===== src/rtl/axis_trim_pkg.sv =====
// axis_trim_pkg: FSM states and default counter width for axis_pkt_len_trim.
package axis_trim_pkg;
  typedef enum logic [1:0] {S_IDLE, S_PASS, S_DISCARD} trim_state_e;
  localparam int CNT_W_DEF = 16;
endpackage


===== src/rtl/axi_stream_inf.sv =====
// axi_stream_inf: AXI-stream bundle with tdata/tkeep/tuser/tlast/tvalid/tready.
interface axi_stream_inf #(
  parameter int DSIZE = 32,
  parameter int KSIZE = DSIZE / 8,
  parameter int USIZE = 1
);
  logic [DSIZE-1:0] axis_tdata;
  logic [KSIZE-1:0] axis_tkeep;
  logic [USIZE-1:0] axis_tuser;
  logic             axis_tlast;
  logic             axis_tvalid;
  logic             axis_tready;
  modport master (output axis_tdata, axis_tkeep, axis_tuser, axis_tlast, axis_tvalid, input axis_tready);
  modport slaver (input axis_tdata, axis_tkeep, axis_tuser, axis_tlast, axis_tvalid, output axis_tready);
endinterface


===== src/rtl/axis_trim_skid_buf.sv =====
// axis_trim_skid_buf: 2-entry registered output slice, full throughput, outputs held under back-pressure.
module axis_trim_skid_buf #(
  parameter int W          = 8,
  parameter int SKID_DEPTH = 2
) (
  input  logic         clock,
  input  logic         rst_n,
  input  logic [W-1:0] src_data,
  input  logic         src_valid,
  output logic         src_ready,
  output logic [W-1:0] dst_data,
  output logic         dst_valid,
  input  logic         dst_ready
);
  if (SKID_DEPTH != 2) begin : g_bad_depth
    $error("axis_trim_skid_buf: SKID_DEPTH must be 2");
  end
  logic [W-1:0] sk_data;
  logic         sk_valid, load, push, sk_next;
  always_comb begin
    push    = src_valid && src_ready;
    load    = !dst_valid || dst_ready;
    sk_next = !load && (sk_valid || push);
  end
  // src_ready is registered as "skid slot empty"; it stays low while in reset
  always_ff @(posedge clock or negedge rst_n) begin
    if (!rst_n) begin
      dst_valid <= 1'b0;
      dst_data  <= '0;
      sk_valid  <= 1'b0;
      sk_data   <= '0;
      src_ready <= 1'b0;
    end else begin
      src_ready <= !sk_next;
      sk_valid  <= sk_next;
      if (load) begin
        dst_valid <= sk_valid || push;
        dst_data  <= sk_valid ? sk_data : src_data;
      end else if (push) begin
        sk_data <= src_data;
      end
    end
  end
endmodule


===== src/rtl/axis_pkt_len_trim.sv =====
// axis_pkt_len_trim: per-packet beat-length limiter on an AXI stream with a registered output slice.
// Define AXIS_TRIM_KEEP_ZERO_EN to forward excess beats with tkeep=0 instead of dropping them.
module axis_pkt_len_trim
  import axis_trim_pkg::*;
#(
  parameter int CNT_W      = CNT_W_DEF,
  parameter int DSIZE      = 32,
  parameter int KSIZE      = DSIZE / 8,
  parameter int USIZE      = 1,
  parameter int SKID_DEPTH = 2
) (
  input  logic             clock,
  input  logic             rst_n,
  input  logic [CNT_W-1:0] cfg_max_beats,
  axi_stream_inf.slaver    axis_in,
  axi_stream_inf.master    axis_out,
  output logic             trim_pulse,
  output logic [CNT_W-1:0] trim_cnt
);
`ifdef AXIS_TRIM_KEEP_ZERO_EN
  localparam bit KEEP_ZERO = 1'b1;
`else
  localparam bit KEEP_ZERO = 1'b0;
`endif
  localparam int W = USIZE + KSIZE + 1 + DSIZE;
  trim_state_e      state, state_n;
  logic [CNT_W-1:0] beat_cnt, beat_cnt_n, lim, lim_n;
  logic             sk_ready, accept, push, hit, last;
  logic [KSIZE-1:0] keep;
  logic [W-1:0]     src_data, dst_data;
  logic             dst_valid;
  assign axis_in.axis_tready = sk_ready || (!KEEP_ZERO && state == S_DISCARD);
  assign accept = axis_in.axis_tvalid && axis_in.axis_tready;
  always_comb begin
    state_n    = state;
    beat_cnt_n = beat_cnt;
    lim_n      = lim;
    hit        = 1'b0;
    if (accept) begin
      case (state)
        S_IDLE: begin
          lim_n      = cfg_max_beats;
          beat_cnt_n = CNT_W'(1);
          hit        = !axis_in.axis_tlast && cfg_max_beats == CNT_W'(1);
          state_n    = axis_in.axis_tlast ? S_IDLE : hit ? S_DISCARD : S_PASS;
        end
        S_PASS: begin
          beat_cnt_n = beat_cnt + CNT_W'(1);
          hit        = !axis_in.axis_tlast && lim != '0 && beat_cnt_n == lim;
          state_n    = axis_in.axis_tlast ? S_IDLE : hit ? S_DISCARD : S_PASS;
        end
        default: state_n = axis_in.axis_tlast ? S_IDLE : S_DISCARD;
      endcase
    end
  end
  // Drop mode swallows excess beats and closes the packet on the limit beat;
  // keep-zero mode forwards everything and only blanks tkeep past the limit.
  always_comb begin
    push     = accept && (KEEP_ZERO || state != S_DISCARD);
    last     = axis_in.axis_tlast || (!KEEP_ZERO && hit);
    keep     = (KEEP_ZERO && state == S_DISCARD) ? '0 : axis_in.axis_tkeep;
    src_data = {axis_in.axis_tuser, keep, last, axis_in.axis_tdata};
  end
  always_ff @(posedge clock or negedge rst_n) begin
    if (!rst_n) begin
      state      <= S_IDLE;
      beat_cnt   <= '0;
      lim        <= '0;
      trim_pulse <= 1'b0;
      trim_cnt   <= '0;
    end else begin
      state      <= state_n;
      beat_cnt   <= beat_cnt_n;
      lim        <= lim_n;
      trim_pulse <= hit;
      if (hit && trim_cnt != '1) trim_cnt <= trim_cnt + CNT_W'(1);
    end
  end
  axis_trim_skid_buf #(.W(W), .SKID_DEPTH(SKID_DEPTH)) u_skid (
    .clock     (clock),
    .rst_n     (rst_n),
    .src_data  (src_data),
    .src_valid (push),
    .src_ready (sk_ready),
    .dst_data  (dst_data),
    .dst_valid (dst_valid),
    .dst_ready (axis_out.axis_tready)
  );
  assign axis_out.axis_tvalid = dst_valid;
  assign axis_out.axis_tdata  = dst_data[DSIZE-1:0];
  assign axis_out.axis_tlast  = dst_data[DSIZE];
  assign axis_out.axis_tkeep  = dst_data[DSIZE+1 +: KSIZE];
  assign axis_out.axis_tuser  = dst_data[DSIZE+1+KSIZE +: USIZE];
endmodule

===== src/flat_wrapper.sv =====
// flat-port wrapper written by rule: the top's interface ports become plain ports
module axis_pkt_len_trim_flat import axis_trim_pkg::*;
#(
  parameter int CNT_W      = CNT_W_DEF,
  parameter int DSIZE      = 32,
  parameter int KSIZE      = DSIZE / 8,
  parameter int USIZE      = 1,
  parameter int SKID_DEPTH = 2
)
  (clock, rst_n, cfg_max_beats, trim_pulse, trim_cnt, axis_in_axis_tdata, axis_in_axis_tkeep, axis_in_axis_tuser, axis_in_axis_tlast, axis_in_axis_tvalid, axis_in_axis_tready, axis_out_axis_tdata, axis_out_axis_tkeep, axis_out_axis_tuser, axis_out_axis_tlast, axis_out_axis_tvalid, axis_out_axis_tready);
  axi_stream_inf #(.DSIZE(DSIZE), .KSIZE(KSIZE), .USIZE(USIZE)) axis_in_i ();
  axi_stream_inf #(.DSIZE(DSIZE), .KSIZE(KSIZE), .USIZE(USIZE)) axis_out_i ();
  input  logic clock;
  input  logic rst_n;
  input  logic [CNT_W-1:0] cfg_max_beats;
  output logic trim_pulse;
  output logic [CNT_W-1:0] trim_cnt;
  input wire logic [$bits(axis_in_i.axis_tdata)-1:0] axis_in_axis_tdata;
  input wire logic [$bits(axis_in_i.axis_tkeep)-1:0] axis_in_axis_tkeep;
  input wire logic [$bits(axis_in_i.axis_tuser)-1:0] axis_in_axis_tuser;
  input wire logic [$bits(axis_in_i.axis_tlast)-1:0] axis_in_axis_tlast;
  input wire logic [$bits(axis_in_i.axis_tvalid)-1:0] axis_in_axis_tvalid;
  output wire logic [$bits(axis_in_i.axis_tready)-1:0] axis_in_axis_tready;
  output wire logic [$bits(axis_out_i.axis_tdata)-1:0] axis_out_axis_tdata;
  output wire logic [$bits(axis_out_i.axis_tkeep)-1:0] axis_out_axis_tkeep;
  output wire logic [$bits(axis_out_i.axis_tuser)-1:0] axis_out_axis_tuser;
  output wire logic [$bits(axis_out_i.axis_tlast)-1:0] axis_out_axis_tlast;
  output wire logic [$bits(axis_out_i.axis_tvalid)-1:0] axis_out_axis_tvalid;
  input wire logic [$bits(axis_out_i.axis_tready)-1:0] axis_out_axis_tready;
  assign axis_in_i.axis_tdata = axis_in_axis_tdata;
  assign axis_in_i.axis_tkeep = axis_in_axis_tkeep;
  assign axis_in_i.axis_tuser = axis_in_axis_tuser;
  assign axis_in_i.axis_tlast = axis_in_axis_tlast;
  assign axis_in_i.axis_tvalid = axis_in_axis_tvalid;
  assign axis_in_axis_tready = axis_in_i.axis_tready;
  assign axis_out_axis_tdata = axis_out_i.axis_tdata;
  assign axis_out_axis_tkeep = axis_out_i.axis_tkeep;
  assign axis_out_axis_tuser = axis_out_i.axis_tuser;
  assign axis_out_axis_tlast = axis_out_i.axis_tlast;
  assign axis_out_axis_tvalid = axis_out_i.axis_tvalid;
  assign axis_out_i.axis_tready = axis_out_axis_tready;
  axis_pkt_len_trim #(.CNT_W(CNT_W), .DSIZE(DSIZE), .KSIZE(KSIZE), .USIZE(USIZE), .SKID_DEPTH(SKID_DEPTH)) u_core (.clock(clock), .rst_n(rst_n), .cfg_max_beats(cfg_max_beats), .axis_in(axis_in_i), .axis_out(axis_out_i), .trim_pulse(trim_pulse), .trim_cnt(trim_cnt));
endmodule

===== config.mk =====
export PLATFORM = sky130hd
export DESIGN_NAME = axis_pkt_len_trim_flat
export DESIGN_NICKNAME = d
export VERILOG_FILES = /design/src/rtl/axis_trim_pkg.sv /design/src/rtl/axi_stream_inf.sv /design/src/rtl/axis_trim_skid_buf.sv /design/src/rtl/axis_pkt_len_trim.sv /design/src/flat_wrapper.sv
export SDC_FILE = /design/constraint.sdc
export NUM_CORES = 1
export LEC_CHECK = 0
export CORE_ASPECT_RATIO = 1.2
export CORE_UTILIZATION = 48
export CTS_CLUSTER_SIZE = 20
export DETAILED_ROUTE_END_ITERATION = 16
export PLACE_DENSITY = 0.84
export SETUP_SLACK_MARGIN = 0.1
export SLEW_MARGIN = 20
export SYNTH_ARGS = -nofsm -noshare
export SYNTH_HDL_FRONTEND = slang
export SYNTH_SLANG_ARGS = --single-unit
export TNS_END_PERCENT = 5

===== constraint.sdc =====
create_clock -name clock -period 2.41 [get_ports clock]
set_input_delay 0.3615 -clock clock [delete_from_list [all_inputs] [get_ports clock]]
set_output_delay 0.3615 -clock clock [all_outputs]
set_load 0.1 [all_outputs]

==> results.txt, run 1 <==
Setup TNS = -749 ps
Via density per instance = 5.66
Worst-path clk slew = 60 ps
Crit path launch type = register
Final Slew Violations = 0
Net switching power = 2890 uW
Worst-case reg-to-reg path depth = 11
Hold WC Path Type = input port to register
First-pass GRT wire length = 27000 um
Max stage delay on crit path = 410 ps
VDD IR max = 660 uV
Post-route cell area = 8660 um^2
Flop pwr share = 36.1%
Crit path DAT = 2850 ps
Hold depth = 2
Largest cells by area after synthesis = dfrtp_1 52%, mux2_2 9.7%, mux2i_1 6.0%, o21ai_0 4.2%, nand2_1 4.2%
Hold Vio Cnt, Final = 0
Die area = 13600 um^2
Asr flop ratio synth = 100%
Failing checks = setup timing
Crit path buffers/inverters = 2
Min-delay src = cfg_max_beats[3]
Slew margin rel. = 61.2%
Syn_area_per_cell = 11.0 um^2
ANT cells = 0
Crit-path cells = ha_4, xor2_4, nor4_4, buf_4, nand3_2, nor4_2, buf_4, nand4b_4, o22ai_4, nand3_2, mux2_4
# IOs = 115
RePlAce Congestion = 0.902
Reg2reg start = u_core.beat_cnt[1]
P_leak = 0.00377 uW
Post-synthesis cell area = 6290 um^2
R2R Path End = u_core.trim_cnt[12]
Top cell type by total area after synthesis = dfrtp_1
GR Overflow Total = 0
Synthesis Warnings = 0
CP Data Required Time = 2710 ps
CP top delay family = simple AND/OR/NAND/NOR gates
DPL Wire Length = 11800 um
Final setup fails = 16
Starting Density = 49.4%
Dpl cell area = 7930 um^2
Root Driver = clkbuf_16
Sink Count = 130
Clock latency at the later pin of the worst-skew pair = 420 ps
CP endpoint kind = register
Most frequent cells after synthesis = 130 x dfrtp_1, 70 x nand2_1, 54 x mux2_2
Detailed Route WL = 16600 um
Internal power = 5120 uW
Rows = 45
RSZ-0062 raised after global routing = true
Fillers = 966
Max Root-Sink Buffers = 2
Final period util = 106%
H-tree levels = 4
Sequential area share after synthesis = 51.7%
Syn Nets = 631
Gr usage total = 25.9%
Cts bufs inserted = 17
Die W = 107 um
Hold endpoint = u_core.lim[3]
Status = complete, but fails checks
CTS tree = done
Worst Setup Path Type = register to register
Area occupied by multi-input gates = 3020 um^2
Post-synth EDFFs = 0
Max Fclk = 393 MHz
Initial antenna violation count = 0
Largest net degree at the start of global routing = 52
Core area = 12700 um^2
Die Ht = 127 um
Distinct cells, synth = 58
FF+latch area = 3260 um^2
Share of layout cells above drive strength 1 = 32.7%
DRC = 0
Final WS setup = -137 ps
Area grow syn2layout = 37.6%
Fin Hold WS = 302 ps
Combinational share of power = 32.3%
Sw frac = 36.1%
Synth top area share = 51.7%
Top-count cell post-synth = dfrtp_1
Clock power frac = 31.6%
Vias in the first global route = 5351
Most used DFF post-synth = dfrtp_1
Post-Syn Instances = 571
Final ANT Viol Nets = 0
Critical Path Fanout Max = 2
Critical path's slowest cell = dfrtp_1
Via Count = 5153
Reg2reg setup slack = -140 ps
PortBufs = 114
PwrDens = 925 nW/um^2
DRT iter0 DRCs = 241
Worst Tran Pin Value = 581 ps
Pre-antenna DRT Iters = 5
Post-Route Skew = 7.01 ps
Drt wl/cell = 18.2 um
Max Cap Violations = 0
Synth Register Bits = 130
Fin nets = 795
Final worst path period need = 2550 ps
==> routing by layer <==
layer	vias to the layer above	routed length (um)	global-route usage [%]	part of all wire, %
li1	2376	-	-	-
met1	2566	6740	30.9	41
met5	-	0	0	0
met3	38	1120	7.30	6.8
met4	0	495	11.8	3.0
met2	173	8230	43.4	50
==> through the flow <==
step / setup slack [ps] / total power [uW] / utilization, % / instances
CTS: -199 / 7970 / 67.3 / 911
global placement: -460 / 5280 / 62.3 / 877
floorplan: -113 / 4570 / - / 571
finish: -137 / 8010 / 68.1 / 911
detailed placement: -489 / 5370 / 62.3 / 877
global route: -256 / 8300 / 68.1 / 911
==> sequential cells by signal, summed over array words and instances (netlist names) <==
name,count
u_core.beat_cnt,16
u_core.lim,16
u_core.u_skid.dst_data,38
u_core.state,2
u_core.u_skid.sk_data,38
u_core.u_skid.src_ready,1
u_core.trim_pulse,1
u_core.u_skid.sk_valid,1
u_core.trim_cnt,16
u_core.u_skid.dst_valid,1
==> what timing repair did <==
action / in CTS / in global routing
resized for setup: 7 / 17
hold buffers: 1 / 0
pin swaps: 7 / 5
endpoints found under the setup margin: 21 / 21
hold endpoints to repair: 30 / 0
setup buffers: 2 / 0
==> kinds of logic after synthesis <==
| group | Yosys count | synth area share, % |
|---|---|---|
| fa+ha+maj | 2 | 0.398 |
| buf+inv | 41 | 2.86 |
| mux | 93 | 15.9 |
| flops | 130 | 51.7 |
| xor+xnor | 36 | 5.13 |
| simple gates | 174 | 15.0 |
| compound gates | 95 | 8.95 |
==> worst reg2reg max path: stages, from the launching register on <==
cell and delay [ps]:
dfrtp_1 410, ha_4 270, xor2_4 160, nor4_4 250, buf_4 160, nand3_2 60, nor4_2 250, buf_4 170
nand4b_4 140, o22ai_4 150, nand3_2 110, mux2_4 310
==> placed cells by master (no fill, tap or decap), drive strengths merged, types with 3 or more instances in the layout <==
cell type,count
clkinv,7
nor3,8
o31ai,8
nand2,71
nor4,14
mux2,55
clkbuf,20
a211oi,3
nand2b,4
o21ai,55
a21o,5
xor2,12
bufinv,3
nand4,17
inv,7
buf,121
xnor2,24
a21oi,11
clkdlybuf4s50,55
and3,10
nand4b,3
nor2,15
nand3,18
mux2i,38
or4,3
dfrtp,130
==> cell type report <==
| cell class | instances | area share, % |
|---|---|---|
| Timing Repair Buffer | 178 | 18.2 |
| Clock inverter | 11 | 1.60 |
| Sequential cell | 130 | 37.7 |
| Inverter | 8 | 0.347 |
| Clock buffer | 20 | 5.04 |
| Tap cell | 164 | 2.37 |
| Multi-Input combinational cell | 400 | 34.8 |
==> power groups by stage <==
stage | combinational, uW | sequential, uW | clock, uW
floorplan | 824 | 3750 | 0
global placement | 2400 | 2880 | 0
detailed placement | 2470 | 2900 | 0
CTS | 2520 | 2880 | 2570
global route | 2720 | 2930 | 2650
finish | 2590 | 2890 | 2530
==> worst max-delay path by stage <==
stage                  startpoint                   to  depth (start not counted)
2_1_floorplan  u_core.trim_cnt[4]  u_core.trim_cnt[14]                          9
3_3_place_gp   axis_in_axis_tlast  u_core.trim_cnt[12]                         10
3_5_place_dp     cfg_max_beats[3]   u_core.trim_cnt[8]                          9
4_1_cts        u_core.beat_cnt[1]  u_core.trim_cnt[12]                         11
5_1_grt        u_core.beat_cnt[1]  u_core.trim_cnt[12]                         11
6_report       u_core.beat_cnt[1]  u_core.trim_cnt[12]                         11
No activity file was read; power rests on OpenSTA's default activity.
==> run 2: changes to the inputs <==
--- a/config.mk
+++ b/config.mk
@@ -11,7 +11,6 @@
 export DETAILED_ROUTE_END_ITERATION = 16
 export PLACE_DENSITY = 0.84
 export SETUP_SLACK_MARGIN = 0.1
-export SLEW_MARGIN = 20
 export SYNTH_ARGS = -nofsm -noshare
 export SYNTH_HDL_FRONTEND = slang
 export SYNTH_SLANG_ARGS = --single-unit
==> results of run 2 <==
The final DEF is identical to that of run 1; final timing and power are the same.
==> run 3: changes to the inputs <==
--- a/config.mk
+++ b/config.mk
@@ -6,12 +6,13 @@
 export NUM_CORES = 1
 export LEC_CHECK = 0
 export CORE_ASPECT_RATIO = 1.2
-export CORE_UTILIZATION = 48
+export CORE_UTILIZATION = 51
 export CTS_CLUSTER_SIZE = 20
 export DETAILED_ROUTE_END_ITERATION = 16
-export PLACE_DENSITY = 0.84
+export GPL_TIMING_DRIVEN = 0
+export PLACE_DENSITY = 0.85
 export SETUP_SLACK_MARGIN = 0.1
 export SYNTH_ARGS = -nofsm -noshare
 export SYNTH_HDL_FRONTEND = slang
 export SYNTH_SLANG_ARGS = --single-unit
-export TNS_END_PERCENT = 5
+export TNS_END_PERCENT = 30
==> constraint.sdc (replaced) <==
create_clock -name clock -period 2.8 [get_ports clock]
set_input_delay 0.42 -clock clock [delete_from_list [all_inputs] [get_ports clock]]
set_output_delay 0.42 -clock clock [all_outputs]
set_load 0.1 [all_outputs]
==> run 3 against run 2 <==
Compared with the run above:
- the flow now finishes without violations
- wire length is 1.0% lower
- register-to-register slack better by 290 ps
- critical path depth is 3 lower
- hold slack better by 91 ps
- critical path type is now input port to register
- highest routed layer unchanged
==> results.txt, run 3 (synthesis gave the netlist of run 1 again) <==
Core area = 12100 um^2 (was 12700 um^2)
M1 GR Usage = 32.5% (was 30.9%)
Rows = 44 (was 45)
Total power = 6790 uW (was 8010 uW)
Max Fclk = 367 MHz
CP endpoint kind = register (unchanged)
Worst-path clk slew = 50 ps (was 60 ps)
Final ANT Viol Nets = 0 (unchanged)
Final worst path period need = 2730 ps
Cts bufs inserted = 17 (unchanged)
Final Slew Violations = 0 (unchanged)
Reg2reg start = u_core.beat_cnt[1] (unchanged)
DRC = 0 (unchanged)
Final Util = 70.2% (was 68.1%)
Regs by FF count = u_core.u_skid.dst_data (38), u_core.u_skid.sk_data (38) (unchanged)
Die area = 12800 um^2 (was 13600 um^2)
Max Cap Violations = 0 (unchanged)
PwrDens = 802 nW/um^2 (was 925 nW/um^2)
Final setup fails = 0 (was 16)
Worst Tran Pin Value = 1030 ps (was 581 ps)
Hold WC Path Type = input port to register (unchanged)
P_leak = 0.00351 uW (was 0.00377 uW)
GRT met3 Usage = 8.02% (was 7.30%)
Slew margin rel. = 31.0% (was 61.2%)
Commonest non-fill, non-tap cell in the layout = dfrtp_1 (unchanged)
VDD IR max = 632 uV (was 660 uV)
Min-delay src = cfg_max_beats[3] (unchanged)
Largest net degree at the start of global routing = 86 (was 52)
# IOs = 115 (unchanged)
Max Root-Sink Buffers = 2 (unchanged)
CTS tree = done (unchanged)
Critical Path Fanout Max = 5 (was 2)
Area grow syn2layout = 34.6% (was 37.6%)
Fin nets = 782 (was 795)
Die W = 103 um (was 107 um)
Die Ht = 124 um (was 127 um)
Status = completed (was complete, but fails checks)
Fillers = 807 (was 966)
Via Count = 5174 (was 5153)
Vias in the first global route = 5203 (was 5351)
Pre-antenna DRT Iters = 7 (was 5)
Detailed Route WL = 16400 um (was 16600 um)
Drt wl/cell = 18.3 um (was 18.2 um)
Commonest cells after routing, fill and taps aside = 126 x dfrtp_1, 110 x clkdlybuf4s50_1, 70 x nand2_1, 54 x mux2_2, 53 x o21ai_0 (was 123 x dfrtp_1, 113 x buf_4, 70 x nand2_1, 55 x clkdlybuf4s50_1, 54 x mux2_2)
Starting Density = 52.2% (was 49.4%)
Layer with the highest usage = met2 (unchanged)
Routing usage on met2 = 45.3% (was 43.4%)
Crit path DAT = 3020 ps (was 2850 ps)
DPL Wire Length = 11400 um (was 11800 um)
PortBufs = 113 (was 114)
Final period util = 97.4%
Via density per instance = 5.77 (was 5.66)
Crit path launch type = input port (was register)
Worst Setup Path Type = input port to register (was register to register)
First-pass GRT wire length = 26000 um (was 27000 um)
Root Driver = clkbuf_16 (unchanged)
CP startpoint = cfg_max_beats[2] (was u_core.beat_cnt[1])
Gr usage total = 27.1% (was 25.9%)
GR Overflow Total = 0 (unchanged)
Clock latency at the later pin of the worst-skew pair = 410 ps (was 420 ps)
Share of layout cells above drive strength 1 = 18.6% (was 32.7%)
H-tree levels = 4 (unchanged)
Hold Vio Cnt, Final = 0 (unchanged)
Initial antenna violation count = 0 (unchanged)
Sink Count = 130 (unchanged)
Post-Route Skew = 8.46 ps (was 7.01 ps)
RePlAce Congestion = 0.878 (was 0.902)
DRT iter0 DRCs = 305 (was 241)
ANT cells = 0 (unchanged)
CP Data Required Time = 3090 ps (was 2710 ps)
RSZ-0062 raised after global routing = true (unchanged)
-- run 3: cell count changes in the layout (fill, tap and decap cells not counted), moves of 7 or more --
| cell | change |
|---|---|
| buf_12 | -7 |
| buf_4 | -93 |
| clkdlybuf4s50_1 | +55 |
| clkbuf_1 | +21 |
-- run 3: worst paths after layout --
path                       slack [ps]                         to  cells past startpoint
max                                70         u_core.trim_cnt[1]                      8
min                               390              u_core.lim[3]                      2
max reg2reg                       150        u_core.trim_cnt[12]                      9
min reg2reg                       480  u_core.u_skid.dst_data[0]                      2
max in group asynchronous        1530         u_core.beat_cnt[1]                      3
min in group asynchronous         530        u_core.trim_cnt[14]                      2
-- run 3: timing repair --
item | CTS | global route
buffers inserted | 1 | 15
cloned | 0 | 1
setup endpoints to repair | 21 | 14
hold endpoints to repair | 45 | 0
pin swaps | 1 | 12
hold buffers | 1 | 0
gates resized for setup | 8 | 14
-- run 3: where the power goes --
group	switching, uW	internal, uW	total [uW]
logic	1390	711	2100
clock network	833	1360	2190
registers	269	2230	2500
-- run 3: final cells by class --
cell class	instances	area, um^2	area share, %
repair buffers	132	1300	15.3
flip-flops and latches	130	3260	38.5
clock buffers	20	457	5.39
plain buffers	33	166	1.97
multi-input cells	400	2930	34.6
well taps	161	201	2.38
inverters	8	30.0	0.355
clock inverters	12	131	1.55
-- run 3: worst max-delay path, stage by stage --
cell             delay (ps)
clkdlybuf4s50_1         450
or4b_1                  530
nor3_2                  210
nand4_1                 230
or4_1                   580
nand2_2                 140
buf_4                   140
mux2_2                  320
-- run 3: per-layer routing --
metal	vias up	wire length [um]
met3	44	1080
met2	183	8460
met4	0	533
met5	-	0
li1	2350	-
met1	2597	6340
-- run 3: through the flow --
stage	hold WS [ps]	instance area (um^2)	instances	setup WS (ps)	TNS, ps
final	393	8470	896	72.6	0
after global routing	392	8470	896	58.8	0
after floorplan	124	6290	571	124	0
after CTS	483	8290	880	37.3	0
after global placement	463	7620	845	-3620	-473080
after detailed placement	387	7650	846	-336	-5110
